### config.mk
export PLATFORM = sky130hd
export DESIGN_NAME = msx_sdram_arbiter_flat
export DESIGN_NICKNAME = d
export VERILOG_FILES = /design/src/rtl/msx_sdram_arbiter_if.sv /design/src/rtl/msx_sdram_arbiter.sv /design/src/flat_wrapper.sv
export SDC_FILE = /design/constraint.sdc
export NUM_CORES = 1
export LEC_CHECK = 0
export ABC_AREA = 1
export BUFFER_PORTS_ARGS = -buffer_cell sky130_fd_sc_hd__buf_2
export CAP_MARGIN = 20
export CORE_AREA = 2 2 106 118
export CTS_CLUSTER_SIZE = 8
export DETAILED_ROUTE_END_ITERATION = 6
export DIE_AREA = 0 0 108 120
export PLACE_DENSITY = 0.84
export SKIP_LAST_GASP = 1
export SYNTH_ARGS = -nofsm -noshare
export SYNTH_HDL_FRONTEND = slang
export SYNTH_SLANG_ARGS = --single-unit
export TNS_END_PERCENT = 30
### constraint.sdc
create_clock -name clk -period 2.2 [get_ports clk]
set_clock_uncertainty 0.1 [all_clocks]
set_input_delay 0 -clock clk [delete_from_list [all_inputs] [get_ports clk]]
set_output_delay 0 -clock clk [all_outputs]
set_load 0.02 [all_outputs]
### src/rtl/msx_sdram_arbiter_if.sv
// Bus bundle between the MSX slot decoder / flash emulation and the SDRAM controller port.
// master = the arbiter, slave = the CPU, flash and controller side.
interface msx_sdram_arbiter_if #(
  parameter int ADDR_W = 27
);
  logic [ADDR_W-1:0] ram_addr;
  logic [7:0]        ram_din;
  logic              ram_rnw;
  logic              sdram_ce;
  logic [7:0]        ram_dout;
  logic              cpu_wait;

  logic [ADDR_W-1:0] flash_addr;
  logic [7:0]        flash_din;
  logic              flash_req;
  logic              flash_ready;
  logic              flash_done;

  logic [ADDR_W-1:0] sdr_addr;
  logic [7:0]        sdr_din;
  logic              sdr_we;
  logic              sdr_req;
  logic              sdr_done;
  logic [7:0]        sdr_dout;

  modport master (
    input  ram_addr, ram_din, ram_rnw, sdram_ce,
    output ram_dout, cpu_wait,
    input  flash_addr, flash_din, flash_req,
    output flash_ready, flash_done,
    output sdr_addr, sdr_din, sdr_we, sdr_req,
    input  sdr_done, sdr_dout
  );

  modport slave (
    output ram_addr, ram_din, ram_rnw, sdram_ce,
    input  ram_dout, cpu_wait,
    output flash_addr, flash_din, flash_req,
    input  flash_ready, flash_done,
    input  sdr_addr, sdr_din, sdr_we, sdr_req,
    output sdr_done, sdr_dout
  );
endinterface

### src/rtl/msx_sdram_arbiter.sv
// Merges the CPU memory port and the flash-programming port onto one SDRAM controller port.
// CPU has priority; a pending flash write is forced through after STARVE_LIMIT CPU grants.
//
// state        | meaning
// S_IDLE       | no access outstanding; arbitrates CPU vs pending flash write
// S_CPU_BUSY   | CPU access issued, waiting for sdr_done
// S_FLASH_BUSY | flash write issued, waiting for sdr_done
module msx_sdram_arbiter #(
  parameter int ADDR_W       = 27,
  parameter int STARVE_LIMIT = 8
) (
  input logic               clk,
  input logic               reset,
  msx_sdram_arbiter_if.master bus
);
  localparam logic [7:0] STARVE_MAX = 8'(STARVE_LIMIT);

  typedef enum logic [1:0] {S_IDLE, S_CPU_BUSY, S_FLASH_BUSY} state_t;

  state_t            state, state_nxt;
  logic [7:0]        starve, starve_nxt;
  logic              cpu_served, cpu_served_nxt;
  logic              flash_pend, flash_pend_nxt;
  logic [ADDR_W-1:0] fl_addr, fl_addr_nxt;
  logic [7:0]        fl_din, fl_din_nxt;
  logic [ADDR_W-1:0] cpu_addr, cpu_addr_nxt;
  logic              cpu_rnw, cpu_rnw_nxt;
  logic [ADDR_W-1:0] sdr_addr, sdr_addr_nxt;
  logic [7:0]        sdr_din, sdr_din_nxt;
  logic              sdr_we, sdr_we_nxt;
  logic              sdr_req, sdr_req_nxt;
  logic [7:0]        ram_dout, ram_dout_nxt;
  logic              flash_done, flash_done_nxt;

  logic cpu_mismatch, cpu_new, flash_force;

  // A served flag only counts while the CPU still presents the access it was served for,
  // so a new address under a held sdram_ce is seen as a new request in the same cycle.
  assign cpu_mismatch = ~bus.sdram_ce | (bus.ram_addr != cpu_addr) | (bus.ram_rnw != cpu_rnw);
  assign cpu_new      = bus.sdram_ce & ~(cpu_served & ~cpu_mismatch);
  assign flash_force  = flash_pend & (starve == STARVE_MAX);

  assign bus.cpu_wait    = reset & (cpu_new | (state == S_CPU_BUSY));
  assign bus.flash_ready = ~flash_pend;
  assign bus.flash_done  = flash_done;
  assign bus.ram_dout    = ram_dout;
  assign bus.sdr_addr    = sdr_addr;
  assign bus.sdr_din     = sdr_din;
  assign bus.sdr_we      = sdr_we;
  assign bus.sdr_req     = sdr_req;

  always_ff @(posedge clk or negedge reset) begin
    if (!reset) begin
      state      <= S_IDLE;
      starve     <= '0;
      cpu_served <= 1'b0;
      flash_pend <= 1'b0;
      fl_addr    <= '0;
      fl_din     <= '0;
      cpu_addr   <= '0;
      cpu_rnw    <= 1'b0;
      sdr_addr   <= '0;
      sdr_din    <= '0;
      sdr_we     <= 1'b0;
      sdr_req    <= 1'b0;
      ram_dout   <= '0;
      flash_done <= 1'b0;
    end else begin
      state      <= state_nxt;
      starve     <= starve_nxt;
      cpu_served <= cpu_served_nxt;
      flash_pend <= flash_pend_nxt;
      fl_addr    <= fl_addr_nxt;
      fl_din     <= fl_din_nxt;
      cpu_addr   <= cpu_addr_nxt;
      cpu_rnw    <= cpu_rnw_nxt;
      sdr_addr   <= sdr_addr_nxt;
      sdr_din    <= sdr_din_nxt;
      sdr_we     <= sdr_we_nxt;
      sdr_req    <= sdr_req_nxt;
      ram_dout   <= ram_dout_nxt;
      flash_done <= flash_done_nxt;
    end
  end

  always_comb begin
    state_nxt      = state;
    starve_nxt     = starve;
    cpu_served_nxt = cpu_served & ~cpu_mismatch;
    flash_pend_nxt = flash_pend;
    fl_addr_nxt    = fl_addr;
    fl_din_nxt     = fl_din;
    cpu_addr_nxt   = cpu_addr;
    cpu_rnw_nxt    = cpu_rnw;
    sdr_addr_nxt   = sdr_addr;
    sdr_din_nxt    = sdr_din;
    sdr_we_nxt     = sdr_we;
    sdr_req_nxt    = sdr_req;
    ram_dout_nxt   = ram_dout;
    flash_done_nxt = 1'b0;

    // A second flash_req while one is pending is dropped, not queued.
    if (bus.flash_req && !flash_pend) begin
      flash_pend_nxt = 1'b1;
      fl_addr_nxt    = bus.flash_addr;
      fl_din_nxt     = bus.flash_din;
    end

    case (state)
      S_IDLE: begin
        if (cpu_new && !flash_force) begin
          sdr_addr_nxt = bus.ram_addr;
          sdr_din_nxt  = bus.ram_din;
          sdr_we_nxt   = ~bus.ram_rnw;
          sdr_req_nxt  = 1'b1;
          cpu_addr_nxt = bus.ram_addr;
          cpu_rnw_nxt  = bus.ram_rnw;
          state_nxt    = S_CPU_BUSY;
          if (flash_pend && (starve < STARVE_MAX)) starve_nxt = starve + 8'd1;
        end else if (flash_pend) begin
          sdr_addr_nxt = fl_addr;
          sdr_din_nxt  = fl_din;
          sdr_we_nxt   = 1'b1;
          sdr_req_nxt  = 1'b1;
          starve_nxt   = '0;
          state_nxt    = S_FLASH_BUSY;
        end
      end
      S_CPU_BUSY: begin
        if (bus.sdr_done) begin
          sdr_req_nxt = 1'b0;
          if (cpu_rnw) ram_dout_nxt = bus.sdr_dout;
          // An aborted access still completes but leaves the CPU unserved.
          if (!cpu_mismatch) cpu_served_nxt = 1'b1;
          state_nxt = S_IDLE;
        end
      end
      S_FLASH_BUSY: begin
        if (bus.sdr_done) begin
          sdr_req_nxt    = 1'b0;
          flash_pend_nxt = 1'b0;
          flash_done_nxt = 1'b1;
          state_nxt      = S_IDLE;
        end
      end
      default: state_nxt = S_IDLE;
    endcase
  end
endmodule

### src/flat_wrapper.sv
// flat-port wrapper written by rule: the top's interface ports become plain ports
module msx_sdram_arbiter_flat 
#(
  parameter int ADDR_W       = 27,
  parameter int STARVE_LIMIT = 8
)
  (clk, reset, bus_ram_addr, bus_ram_din, bus_ram_rnw, bus_sdram_ce, bus_ram_dout, bus_cpu_wait, bus_flash_addr, bus_flash_din, bus_flash_req, bus_flash_ready, bus_flash_done, bus_sdr_addr, bus_sdr_din, bus_sdr_we, bus_sdr_req, bus_sdr_done, bus_sdr_dout);
  msx_sdram_arbiter_if #(.ADDR_W(ADDR_W)) bus_i ();
  input logic clk;
  input logic reset;
  input wire logic [$bits(bus_i.ram_addr)-1:0] bus_ram_addr;
  input wire logic [$bits(bus_i.ram_din)-1:0] bus_ram_din;
  input wire logic [$bits(bus_i.ram_rnw)-1:0] bus_ram_rnw;
  input wire logic [$bits(bus_i.sdram_ce)-1:0] bus_sdram_ce;
  output wire logic [$bits(bus_i.ram_dout)-1:0] bus_ram_dout;
  output wire logic [$bits(bus_i.cpu_wait)-1:0] bus_cpu_wait;
  input wire logic [$bits(bus_i.flash_addr)-1:0] bus_flash_addr;
  input wire logic [$bits(bus_i.flash_din)-1:0] bus_flash_din;
  input wire logic [$bits(bus_i.flash_req)-1:0] bus_flash_req;
  output wire logic [$bits(bus_i.flash_ready)-1:0] bus_flash_ready;
  output wire logic [$bits(bus_i.flash_done)-1:0] bus_flash_done;
  output wire logic [$bits(bus_i.sdr_addr)-1:0] bus_sdr_addr;
  output wire logic [$bits(bus_i.sdr_din)-1:0] bus_sdr_din;
  output wire logic [$bits(bus_i.sdr_we)-1:0] bus_sdr_we;
  output wire logic [$bits(bus_i.sdr_req)-1:0] bus_sdr_req;
  input wire logic [$bits(bus_i.sdr_done)-1:0] bus_sdr_done;
  input wire logic [$bits(bus_i.sdr_dout)-1:0] bus_sdr_dout;
  assign bus_i.ram_addr = bus_ram_addr;
  assign bus_i.ram_din = bus_ram_din;
  assign bus_i.ram_rnw = bus_ram_rnw;
  assign bus_i.sdram_ce = bus_sdram_ce;
  assign bus_ram_dout = bus_i.ram_dout;
  assign bus_cpu_wait = bus_i.cpu_wait;
  assign bus_i.flash_addr = bus_flash_addr;
  assign bus_i.flash_din = bus_flash_din;
  assign bus_i.flash_req = bus_flash_req;
  assign bus_flash_ready = bus_i.flash_ready;
  assign bus_flash_done = bus_i.flash_done;
  assign bus_sdr_addr = bus_i.sdr_addr;
  assign bus_sdr_din = bus_i.sdr_din;
  assign bus_sdr_we = bus_i.sdr_we;
  assign bus_sdr_req = bus_i.sdr_req;
  assign bus_i.sdr_done = bus_sdr_done;
  assign bus_i.sdr_dout = bus_sdr_dout;
  msx_sdram_arbiter #(.ADDR_W(ADDR_W), .STARVE_LIMIT(STARVE_LIMIT)) u_core (.clk(clk), .reset(reset), .bus(bus_i));
endmodule
### After elaboration in Yosys (flattened, before gate mapping)

Cells that the tools add are included.

| storage, ports and cells | value |
|---|---|
| register bits after elaboration | 121 |
| latch bits | 0 |
| bits in writable memories | 0 |
| bits in read-only memories | 0 |
| output and inout bits | 48 |
| word-level logic and storage cells | 75 |
| memories | 0 |

| operators by class | value |
|---|---|
| add/sub/neg operators | 1 |
| $mul | 0 |
| div/mod/pow operators | 0 |
| $lt $le $gt $ge | 1 |
| equality and inequality tests | 8 |
| shift operators | 0 |
| multiplexer cells | 24 |
| bitwise logic cells | 12 |
| reduce and logical (&&, ||, !) cells | 15 |

Operator list:

| cell | count |
|---|---|
| $mux 27 | 2 |
| $mux 8 | 5 |
| $ne 27x27->1 | 1 |
| $mux 1 | 12 |
| $reduce_and 3->1 | 3 |
| $add 8x1->8 const B | 1 |
| $eq 8x4->1 const B | 1 |
| $lt 8x4->1 const B | 1 |
| $mux 2 | 3 |
| $reduce_and 2->1 | 3 |
| $not 1->1 | 5 |
| $and 1x1->1 | 4 |
| $pmux 2 s2 | 1 |
| $reduce_bool 2->1 | 2 |
| $logic_and 1x1->1 | 3 |
| $ne 3x1->1 const B | 1 |
| $or 1x1->1 | 3 |
| $eq 2x1->1 const B | 1 |
| $eq 2x2->1 const B | 1 |
| $logic_not 1->1 | 2 |
| $logic_not 2->1 | 1 |
| $ne 2x1->1 const B | 1 |
| $ne 2x2->1 const B | 1 |
| $pmux 1 s2 | 1 |
| 2 further kinds | 2 |

### Logic depth before layout (Yosys ltp)

Gate-level depths: netlist of run 1.

| logic depth | value |
|---|---|
| depth after elaboration | 10 |
| gate-level depth with buffers | 16 |

### Worst setup path after synthesis of run 1

Ideal clock, no wire load.

| timing path | value |
|---|---|
| kind | reg2reg |
| start | reg u_core.cpu_addr[1] |
| end | reg u_core.cpu_addr[12] |
| arrival time | 1.480 ns |
| required time | 1.970 ns |
| slack | 0.490 ns |
| cell stages (with the launch flop) | 15 |
| path through | dfrtp_1 > inv_1 > nand2_1 > nand2_1 > nand3_1 > nor2_1 > nand2_1 > nor2_4 > nand3_4 > nand3_4 > nor2_1 > buf_6 > buf_6 > nand2_1 > o21ai_0 |

| on the way | value |
|---|---|
| word-level cells in the longest chain between the ends | 9 |

Ends and longest elaborated chain:

| element | line | RTL |
|---|---|---|
| start, declared | msx_sdram_arbiter.sv:26 | `logic [ADDR_W-1:0] cpu_addr, cpu_addr_nxt;` |
| start signal, assigned | msx_sdram_arbiter.sv:75 | `cpu_addr <= cpu_addr_nxt;` |
| $ne 27x27->1 | msx_sdram_arbiter.sv:39 | `assign cpu_mismatch = ~bus.sdram_ce \| (bus.ram_addr != cpu_addr) \| (bus.ram_rnw != cpu_rnw);` |
| $or 1x1->1 (2 in a row) | msx_sdram_arbiter.sv:39 |  |
| $not 1->1 | msx_sdram_arbiter.sv:40 | `assign cpu_new = bus.sdram_ce & ~(cpu_served & ~cpu_mismatch);` |
| $and 1x1->1 | msx_sdram_arbiter.sv:40 |  |
| $not 1->1 | msx_sdram_arbiter.sv:40 |  |
| $and 1x1->1 | msx_sdram_arbiter.sv:40 |  |
| $logic_and 1x1->1 | msx_sdram_arbiter.sv:111 | `if (cpu_new && !flash_force) begin` |
| $reduce_and 2->1 (no line) | - |  |

No other way between the ends.
A chain may end at the register's enable or synchronous reset.

### Final worst setup path of run 1

| timing path | value |
|---|---|
| start | reg u_core.cpu_addr[4] |
| end | reg u_core.cpu_addr[14] |

The elaborated chain is that of the path after synthesis.

==> results of run 1 <==
-- cell usage in the layout, fill, tap and decap left out, drive strengths merged, types with 2 or more instances in the layout --
master	netlist	final
a21oi	2	2
buf	22	140
bufinv	0	2
clkbuf	3	27
clkinv	0	3
clkinvlp	0	2
dfrtp	121	121
dlygate4sd3	0	85
ha	6	6
inv	81	81
mux2	43	43
nand2	258	258
nand3	9	9
nand4	5	5
nor2	25	26
o21ai	70	70
xnor2	9	9
xor2	2	2
-- area by class of cell --
class,instances,share of cell area (%)
Clock buffer,25,6.17
Clock inverter,7,1.12
Inverter,81,3.81
Multi-Input combinational cell,433,28.0
Sequential cell,121,37.7
Tap cell,154,2.40
Timing Repair Buffer,227,20.8
-- report_power, final --
part           switching, mW  internal (mW)  total, mW
combinational           2.36           1.56       3.91
sequential             0.574           3.26       3.83
clock                  0.956           1.78       2.74
-- worst reg2reg max path, stage by stage, from the launching register on --
cell,delay (ns)
dfrtp_1,0.38
inv_1,0.08
nand2_1,0.06
nand2_1,0.06
inv_1,0.03
nand2_1,0.05
nor2_1,0.04
nand2_1,0.07
nor2_2,0.06
nand3_4,0.11
nand3_4,0.18
nor2_4,0.50
o21ai_0,0.18
-- kinds of logic after synthesis --
logic type | synth area share (%)
buffers and inverters | 9.08
xor gates and xnor gates | 1.67
adders and majority gates | 1.30
and+or+nand+nor | 20.7
AOI/OAI and AO/OA | 6.37
muxes | 8.39
DFF | 52.5
-- metal layers --
layer / track usage [%] / vias to the layer above / part of all wire, %
met4: 10.9 / 0 / 2.5
met5: 0 / - / 0
met2: 41.8 / 151 / 50
met3: 4.62 / 34 / 4.4
met1: 31.6 / 2408 / 43
li1: - / 2502 / -
-- per-stage QoR --
step	instances	setup TNS, ns	setup slack [ns]	hold slack, ns	util [%]
floorplan	659	0	0.490	-0.396	-
global placement	928	0	0.0845	-0.172	55.1
detailed placement	928	-0.0207	-0.0169	-0.167	55.1
CTS	1046	-0.115	-0.0141	0.0945	67.3
global route	1048	-0.251	-0.0521	0.177	68.0
finish	1048	0	0.161	0.141	68.0
-- state kept, by name (all words and copies together) (netlist names) --
signal	cells
u_core.fl_addr	27
u_core.flash_pend	1
u_core.bus.sdr_addr	27
u_core.state	2
u_core.cpu_addr	27
u_core.bus.sdr_din	8
u_core.cpu_served	1
u_core.bus.sdr_we	1
u_core.starve	8
u_core.cpu_rnw	1
u_core.bus.sdr_req	1
u_core.fl_din	8
u_core.bus.ram_dout	8
u_core.bus.flash_done	1
-- what timing repair did --
action,CTS,global route
hold buffers,85,0
endpoints found under the hold margin,233,0
setup endpoints to repair,3,63
gates cloned,1,2
setup buffers,0,0
pin swaps,1,0
gates resized for setup,0,6
-- worst min path at each step --
stage | startpoint | endpoint | slack [ns] | cells after the start
after global routing | reset | u_core.bus.ram_dout[1] | 0.18 | 3
after global placement | reset | u_core.fl_din[2] | -0.17 | 1
after detailed placement | reset | u_core.fl_din[2] | -0.17 | 1
after CTS | reset | u_core.fl_din[6] | 0.09 | 3
after floorplan | reset | u_core.bus.flash_done | -0.40 | 0
final | reset | u_core.bus.flash_done | 0.14 | 3
==> impl_metrics.py, run 1 <==
metrics = {
    "status": {
        "status": "finished clean",
    },
    "critical_path": {
        "slowest_delay_ns": 0.50,
        "path_cells": "inv_1 > nand2_1 > nand2_1 > inv_1 > nand2_1 > nor2_1 > nand2_1 > nor2_2 > nand3_4 > nand3_4 > nor2_4 > o21ai_0",
        "critPathTopFamily": "simple AND/OR/NAND/NOR gates",
        "cp_data_arrival_time_ns": 2.20,
        "worstSetupEndpointType": "flop",
        "timing.rr.end": "u_core.cpu_addr[14]",
        "path_depth": 12,
        "critPathMaxFanout": 24,
        "crit_path_end": "u_core.cpu_addr[14]",
        "cp_num_buf_inv": 2,
        "r2r_setup_slack_ns": 0.16,
        "start_kind": "flop",
        "crit_top_cell": "nand2_1",
        "reg2regPathDepth": 12,
        "crit_start": "u_core.cpu_addr[4]",
        "cp.required_ns": 2.36,
        "path_class": "reg2reg",
        "worst_path_max_delay_cell": "nor2_4",
        "rr_startpoint": "u_core.cpu_addr[4]",
    },
    "timing": {
        "finalCritPeriodShare_pct": 92.7,
        "final-setup-viol-count": 0,
        "fmax_mhz": 490,
        "max_slew_margin_pct": 34.7,
        "worstMarginPinSlew_ns": 0.977,
        "period_needed_ns": 2.04,
        "final_hold_viol_count": 0,
        "grt_setup_unrepaired": "true",
        "report.final.slew_viol_count": 0,
    },
    "synth": {
        "synthDistinctLibCells": 25,
        "synth_warnings": 0,
        "ys.flop_type": "dfrtp_1",
        "yosys.area.top_type": "dfrtp_1",
        "ys_ff_latch": 121,
        "synth_area_leaders": "dfrtp_1 52%, nand2_1 17%, mux2_2 8.4%, inv_1 4.8%, o21ai_1 3.7%",
        "synth_top_area_share_pct": 52.5,
        "async_reset_ff_share_pct": 100,
        "yosysMostFrequentCell": "nand2_1",
        "syn_area_per_cell_sq_um": 8.76,
        "synth_commonest_cells": "255 x nand2_1, 121 x dfrtp_1, 74 x inv_1",
        "synth_nets": 749,
        "netlist_area_sq_mm": 0.00577,
        "synth-edff-count": 0,
        "synth_seq_area_share_pct": 52.5,
        "syn_inst": 659,
    },
    "cells_and_area": {
        "multi_input_area_sq_mm": 0.00225,
        "num-fill-cells": 905,
        "post-route-cell-area_sq_mm": 0.00804,
        "regArea_sq_mm": 0.00303,
        "final_nets": 971,
        "area_growth_pct": 39.2,
        "diodes": 0,
        "drive_gt1_share_pct": 25.8,
    },
    "min_path": {
        "hold_class": "in2async",
    },
    "routing": {
        "via_count": 5095,
        "drt_iter0_drc": 361,
        "drt-pass1-iter-count": 5,
        "drc_errors": 0,
        "wl_per_cell_um": 15.1,
        "ant_nets": 0,
        "avgViaCountPerCell": 4.86,
        "wl_um": 15800,
    },
    "floorplan": {
        "pin_count": 132,
        "rows": 42,
        "dieArea_sq_mm": 0.0130,
        "start_util_pct": 48.8,
        "fp.dieW_um": 108,
        "die_h_um": 120,
        "core_area_sq_mm": 0.0118,
    },
    "clock_tree": {
        "clockBufferDepth": 2,
        "clk_pin_slew_worst_paths_ns": 0.06,
        "cts-root-buf": "clkbuf_16",
        "cts_buffers": 17,
        "clk_latency_ns": 0.41,
        "h-tree-depth": 4,
        "cts_num_sinks": 121,
        "cts_tree": "yes",
    },
    "global_routing": {
        "grt.overflow.total": 0,
        "grt_use_total_pct": 25.0,
        "grt_antenna_before_repair": 0,
        "grt_max_degree": 86,
        "grt_pass1_vias": 5165,
        "grt_pass1_wl_um": 24900,
    },
    "place": {
        "numPortBuffers": 131,
        "place_area_sq_mm": 0.00652,
        "gp_congestion": 0.860,
        "hpwl_um": 9150,
    },
    "power_and_ir_drop": {
        "power_density_mw_per_mm2": 1300,
        "p_leak_nw": 4.25,
        "total_power_mw": 10.5,
        "ir_drop_mv": 0.648,
    },
    "job": {
        "cap_violations": 0,
    },
}
Power figures use the tool's default switching activity.
==> inputs of run 2 (changes only) <==
--- a/config.mk
+++ b/config.mk
@@ -7,12 +7,12 @@
 export LEC_CHECK = 0
 export ABC_AREA = 1
 export BUFFER_PORTS_ARGS = -buffer_cell sky130_fd_sc_hd__buf_2
-export CAP_MARGIN = 20
 export CORE_AREA = 2 2 106 118
 export CTS_CLUSTER_SIZE = 8
 export DETAILED_ROUTE_END_ITERATION = 6
 export DIE_AREA = 0 0 108 120
 export PLACE_DENSITY = 0.84
+export RECOVER_POWER = 50
 export SKIP_LAST_GASP = 1
 export SYNTH_ARGS = -nofsm -noshare
 export SYNTH_HDL_FRONTEND = slang
==> run 2 against run 1 <==
Net effect:
- highest routed layer unchanged
- via count rose by 0.94%
- hold slack improved by 0.11 ns
- combinational power fell by 2%
- largest cell class unchanged
- total power fell by 0.83%
- largest power group is now registers
- critical endpoint is now u_core.state[0]
- critical path type unchanged
- the flow now finishes with violations (max-capacitance violations, max-slew violations)
==> impl_metrics.py, run 2 (same netlist as run 1, synthesis figures left out) <==
metrics = {
    "status": {
        "status": "finished, violations left",
        "failed_checks": "max-capacitance violations, max-slew violations",
    },
    "cells_and_area": {
        "drive_gt1_share_pct": 21.5,
        "reg.largest.list": "u_core.bus.sdr_addr (27), u_core.cpu_addr (27), u_core.fl_addr (27)",
        "num-fill-cells": 929,
        "multi_input_area_sq_mm": 0.00225,
        "regArea_sq_mm": 0.00303,
        "area_growth_pct": 38.0,
        "final_cell_mix": "254 x nand2_1, 121 x dfrtp_1, 91 x buf_2",
        "final_nets": 971,
        "diodes": 0,
        "mostFrequentLayoutCell": "nand2_1",
    },
    "clock_tree": {
        "clockBufferDepth": 2,
        "post_cts.repair.setup_buffers": 0,
        "clk_latency_ns": 0.41,
        "cts_buffers": 17,
        "cts-root-buf": "clkbuf_16",
        "cts_num_sinks": 121,
        "clk_pin_slew_worst_paths_ns": 0.06,
        "cts_tree": "yes",
        "h-tree-depth": 4,
    },
    "power_and_ir_drop": {
        "p_comb_share_pct": 36.8,
        "power.internal_mw": 6.50,
        "seqPwrFrac_pct": 36.9,
        "switchingPower_mw": 3.90,
        "p_sw_share_pct": 37.5,
        "power_frac_clock_pct": 26.3,
        "ir_drop_mv": 0.637,
        "power_density_mw_per_mm2": 1300,
        "p_leak_nw": 4.12,
    },
    "global_routing": {
        "grt_max_degree": 86,
        "grt.overflow.total": 0,
        "grt_pass1_wl_um": 24900,
        "grt_use_total_pct": 25.0,
        "grt_pass1_vias": 5165,
        "grt_antenna_before_repair": 0,
    },
    "timing": {
        "worst_hold_slack_ns": 0.250,
        "period_needed_ns": 2.03,
        "report.final.slew_viol_count": 61,
        "fmax_mhz": 492,
        "grt_setup_unrepaired": "true",
        "final-setup-viol-count": 0,
        "finalCritPeriodShare_pct": 92.5,
        "setup_tns_ns": 0,
        "final_hold_viol_count": 0,
        "max_slew_margin_pct": -1.68,
        "worstMarginPinSlew_ns": 1.53,
        "final.setup.worst_slack_ns": 0.166,
    },
    "floorplan": {
        "core_area_sq_mm": 0.0118,
        "rows": 42,
        "start_util_pct": 48.8,
        "fp.dieW_um": 108,
        "dieArea_sq_mm": 0.0130,
        "die_h_um": 120,
        "pin_count": 132,
    },
    "place": {
        "hpwl_um": 9150,
        "gp_congestion": 0.860,
        "dp_slack_ns": -0.0169,
        "numPortBuffers": 131,
    },
    "routing": {
        "via_count": 5143,
        "ant_nets": 0,
        "wl_per_cell_um": 15.1,
        "drc_errors": 0,
        "drt_iter0_drc": 322,
        "drt-pass1-iter-count": 5,
        "wl_um": 15800,
        "avgViaCountPerCell": 4.91,
    },
    "critical_path": {
        "cp_data_arrival_time_ns": 2.28,
        "critPathMaxFanout": 24,
        "cp.required_ns": 2.45,
        "path_class": "reg2reg",
        "worstSetupEndpointType": "flop",
        "start_kind": "flop",
    },
    "min_path": {
        "hold_class": "in2reg",
    },
    "job": {
        "cap_violations": 1,
    },
}
==> run 2: cell count changes in the layout (fill, tap and decap cells not counted) <==
cell	before	now
buf_4	6	4
clkbuf_1	4	43
buf_12	2	1
clkbuf_2	0	3
buf_2	130	91
==> run 2: final timing paths <==
check / startpoint / end / slack, ns / depth (start not counted)
setup / recovery: u_core.cpu_addr[4] / u_core.state[0] / 0.17 / 13
hold / removal: bus_flash_addr[10] / u_core.fl_addr[10] / 0.25 / 3
setup reg to reg: u_core.cpu_addr[4] / u_core.state[0] / 0.17 / 13
hold reg to reg: u_core.bus.sdr_addr[17] / u_core.bus.sdr_addr[17] / 0.37 / 2
max in group asynchronous: reset / u_core.fl_addr[10] / 0.41 / 3
min in group asynchronous: reset / u_core.bus.sdr_addr[2] / 0.47 / 3
==> run 2: timing repair <==
item,CTS,global route
cloned,1,2
gates resized for setup,0,6
pin swaps,1,0
hold buffers,85,0
endpoints found under the setup margin,3,63
endpoints found under the hold margin,233,0
==> run 2: per-layer routing <==
metal / vias up / GRT usage [%] / wire length (um)
li1: 2502 / - / -
met1: 2440 / 31.6 / 6760
met2: 165 / 41.8 / 7920
met3: 36 / 4.62 / 720
met4: 0 / 10.9 / 405
met5: - / 0 / 0
==> run 2: critical path, cell delays in order (launching register included) <==
cell	delay [ns]
dfrtp_1	0.38
inv_1	0.08
nand2_1	0.06
nand2_1	0.06
inv_1	0.03
nand2_1	0.05
nor2_1	0.04
nand2_1	0.07
nor2_2	0.06
nand3_4	0.11
nand3_4	0.17
nor2_4	0.50
nand2_1	0.15
nand2_1	0.11
==> run 2: power groups by stage <==
| stage | registers [mW] | logic (mW) | clock network [mW] |
|---|---|---|---|
| 2_1_floorplan | 4.21 | 2.23 | 0 |
| 5_1_grt | 3.95 | 4.28 | 2.90 |
| 4_1_cts | 3.80 | 3.85 | 2.78 |
| 3_5_place_dp | 3.82 | 3.69 | 0 |
| 3_3_place_gp | 3.79 | 3.58 | 0 |
| 6_report | 3.84 | 3.82 | 2.73 |
==> run 2: per-stage QoR <==
step | power, mW | cells | utilization, % | area, sq um
floorplan | 6.44 | 659 | - | 5770
global placement | 7.37 | 928 | 55.1 | 6520
detailed placement | 7.51 | 928 | 55.1 | 6520
CTS | 10.4 | 1046 | 67.3 | 7960
global route | 11.1 | 1048 | 67.4 | 7970
finish | 10.4 | 1048 | 67.4 | 7970
==> run 2: cell type report <==
class	count	share of cell area [%]
Clock inverter	7	1.13
Clock buffer	25	6.22
Tap cell	154	2.42
Timing Repair Buffer	227	20.2
Sequential cell	121	38.0
Inverter	81	3.85
Multi-Input combinational cell	433	28.2
==> inputs of run 3 (changes only) <==
--- a/config.mk
+++ b/config.mk
@@ -12,8 +12,9 @@
 export DETAILED_ROUTE_END_ITERATION = 6
 export DIE_AREA = 0 0 108 120
 export PLACE_DENSITY = 0.84
-export RECOVER_POWER = 50
+export RECOVER_POWER = 100
 export SKIP_LAST_GASP = 1
+export SLEW_MARGIN = 10
 export SYNTH_ARGS = -nofsm -noshare
 export SYNTH_HDL_FRONTEND = slang
 export SYNTH_SLANG_ARGS = --single-unit
==> run 3 against run 2 <==
Net effect:
- the run still ends with max-capacitance violations, max-slew violations left
- register-to-register slack got worse by 0.03 ns
- sequential share of layout area grew 0.12 points
- setup slack lost 0.033 ns
- die area is the same
- total power down 0.23%
- clock-buffer cell count is the same
- combinational power is essentially flat
- hold slack worse by 0.00057 ns
- clock power about the same
==> impl_metrics.py, run 3 (same netlist as run 1, synthesis figures left out) <==
metrics = {
    "status": {
        "status": "finished, violations left",
        "failed_checks": "max-capacitance violations, max-slew violations",
    },
    "global_routing": {
        "grt_pass1_wl_um": 24900,
        "grt_use_total_pct": 25.0,
        "grt.overflow.total": 0,
        "grt_antenna_before_repair": 0,
        "grt_pass1_vias": 5165,
        "grt_max_degree": 86,
    },
    "cells_and_area": {
        "area_growth_pct": 37.6,
        "mostFrequentLayoutCell": "nand2_1",
        "fin_util_pct": 67.2,
        "final_nets": 971,
        "final_cell_mix": "254 x nand2_1, 121 x dfrtp_1, 85 x dlygate4sd3_1",
        "drive_gt1_share_pct": 20.5,
        "reg.largest.list": "u_core.bus.sdr_addr (27), u_core.cpu_addr (27), u_core.fl_addr (27)",
        "diodes": 0,
    },
    "routing": {
        "ant_nets": 0,
        "drc_errors": 0,
        "drt-pass1-iter-count": 7,
        "via_count": 5102,
        "avgViaCountPerCell": 4.87,
        "wl_per_cell_um": 15.1,
        "wl_um": 15800,
        "drt_iter0_drc": 338,
    },
    "floorplan": {
        "core_area_sq_mm": 0.0118,
        "rows": 42,
        "start_util_pct": 48.8,
        "fp.dieW_um": 108,
        "die_h_um": 120,
        "pin_count": 132,
        "dieArea_sq_mm": 0.0130,
    },
    "clock_tree": {
        "cts-root-buf": "clkbuf_16",
        "clk_latency_ns": 0.41,
        "cts_tree": "yes",
        "cts_buffers": 17,
        "h-tree-depth": 4,
        "clk_pin_slew_worst_paths_ns": 0.05,
        "clockBufferDepth": 2,
        "cts_num_sinks": 121,
    },
    "critical_path": {
        "cp_data_arrival_time_ns": 2.24,
        "critPathMaxFanout": 35,
        "worstSetupEndpointType": "flop",
        "slowest_delay_ns": 0.79,
        "critPathTopFamily": "buffers and inverters",
        "cp.required_ns": 2.37,
        "cp_num_buf_inv": 2,
        "path_class": "reg2reg",
        "start_kind": "flop",
        "path_cells": "inv_1 > nand2_2 > clkbuf_2 > mux2_1",
        "worst_path_max_delay_cell": "clkbuf_2",
    },
    "timing": {
        "worstMarginPinSlew_ns": 1.53,
        "period_needed_ns": 2.07,
        "finalCritPeriodShare_pct": 93.9,
        "max_slew_margin_pct": -1.85,
        "worst_hold_slack_ns": 0.249,
        "fmax_mhz": 484,
        "final-setup-viol-count": 0,
        "final_hold_viol_count": 0,
        "grt_setup_unrepaired": "true",
        "report.final.slew_viol_count": 61,
    },
    "power_and_ir_drop": {
        "ir_drop_mv": 0.637,
        "p_sw_share_pct": 37.6,
        "power_frac_clock_pct": 26.4,
        "seqPwrFrac_pct": 37.1,
        "p_leak_nw": 4.08,
        "power_density_mw_per_mm2": 1310,
        "power.internal_mw": 6.47,
        "p_comb_share_pct": 36.5,
        "switchingPower_mw": 3.90,
    },
    "place": {
        "hpwl_um": 9150,
        "numPortBuffers": 131,
        "gp_congestion": 0.860,
    },
    "min_path": {
        "hold_class": "in2reg",
    },
    "job": {
        "cap_violations": 1,
    },
}
==> run 3: cell type report <==
type	instances	area, sq um
Multi-Input combinational cell	433	2250
Sequential cell	121	3030
Clock inverter	7	90.1
Tap cell	154	193
Timing Repair Buffer	227	1580
Clock buffer	25	495
Inverter	81	307
Fill cell	934	3880
==> run 3: worst paths after layout <==
check,to,cells after the start,slack [ns],from
setup / recovery,u_core.fl_addr[21],4,0.13,u_core.flash_pend
hold / removal,u_core.fl_addr[10],3,0.25,bus_flash_addr[10]
setup reg to reg,u_core.fl_addr[21],4,0.13,u_core.flash_pend
hold reg to reg,u_core.bus.sdr_addr[17],2,0.37,u_core.bus.sdr_addr[17]
max in group asynchronous,u_core.fl_addr[10],3,0.40,reset
min in group asynchronous,u_core.bus.sdr_addr[2],3,0.47,reset
==> run 3: power by group through the flow <==
stage          Combinational [mW]  Sequential (mW)  Clock [mW]
6_report                     3.79             3.85        2.73
4_1_cts                      3.85             3.80        2.78
2_1_floorplan                2.23             4.21           0
3_3_place_gp                 3.58             3.79           0
5_1_grt                      4.25             3.95        2.90
3_5_place_dp                 3.69             3.82           0
==> run 3: metrics by stage <==
step	TNS [ns]	cell area, sq um	power [mW]	std cells	setup slack (ns)
global route	-0.251	7940	11.1	1048	-0.0521
global placement	0	6520	7.37	928	0.0845
floorplan	0	5770	6.44	659	0.490
finish	0	7940	10.4	1048	0.133
detailed placement	-0.0207	6520	7.51	928	-0.0169
CTS	-0.115	7960	10.4	1046	-0.0141
==> run 3: worst reg2reg max path, delay by kind of cell, from the launching register on <==
kind	cells	cell delay [ns]
flops	1	0.41
simple gates	1	0.07
mux	1	0.44
buf+inv	2	0.91
==> run 3: per-layer routing <==
| metal | share of wire, % | vias up | track usage (%) | wire length, um |
|---|---|---|---|---|
| li1 | - | 2498 | - | - |
| met1 | 43 | 2419 | 31.6 | 6840 |
| met2 | 50 | 149 | 41.8 | 7870 |
| met3 | 4.3 | 36 | 4.62 | 676 |
| met4 | 2.7 | 0 | 10.9 | 433 |
| met5 | 0 | - | 0 | 0 |
==> run 3: what timing repair did <==
item / 4_1_cts / 5_1_grt
endpoints found under the hold margin: 233 / 0
cloned: 1 / 2
pin swaps: 1 / 0
setup endpoints to repair: 3 / 63
buffers inserted: 0 / 0
resized for setup: 0 / 6
hold buffers: 85 / 0
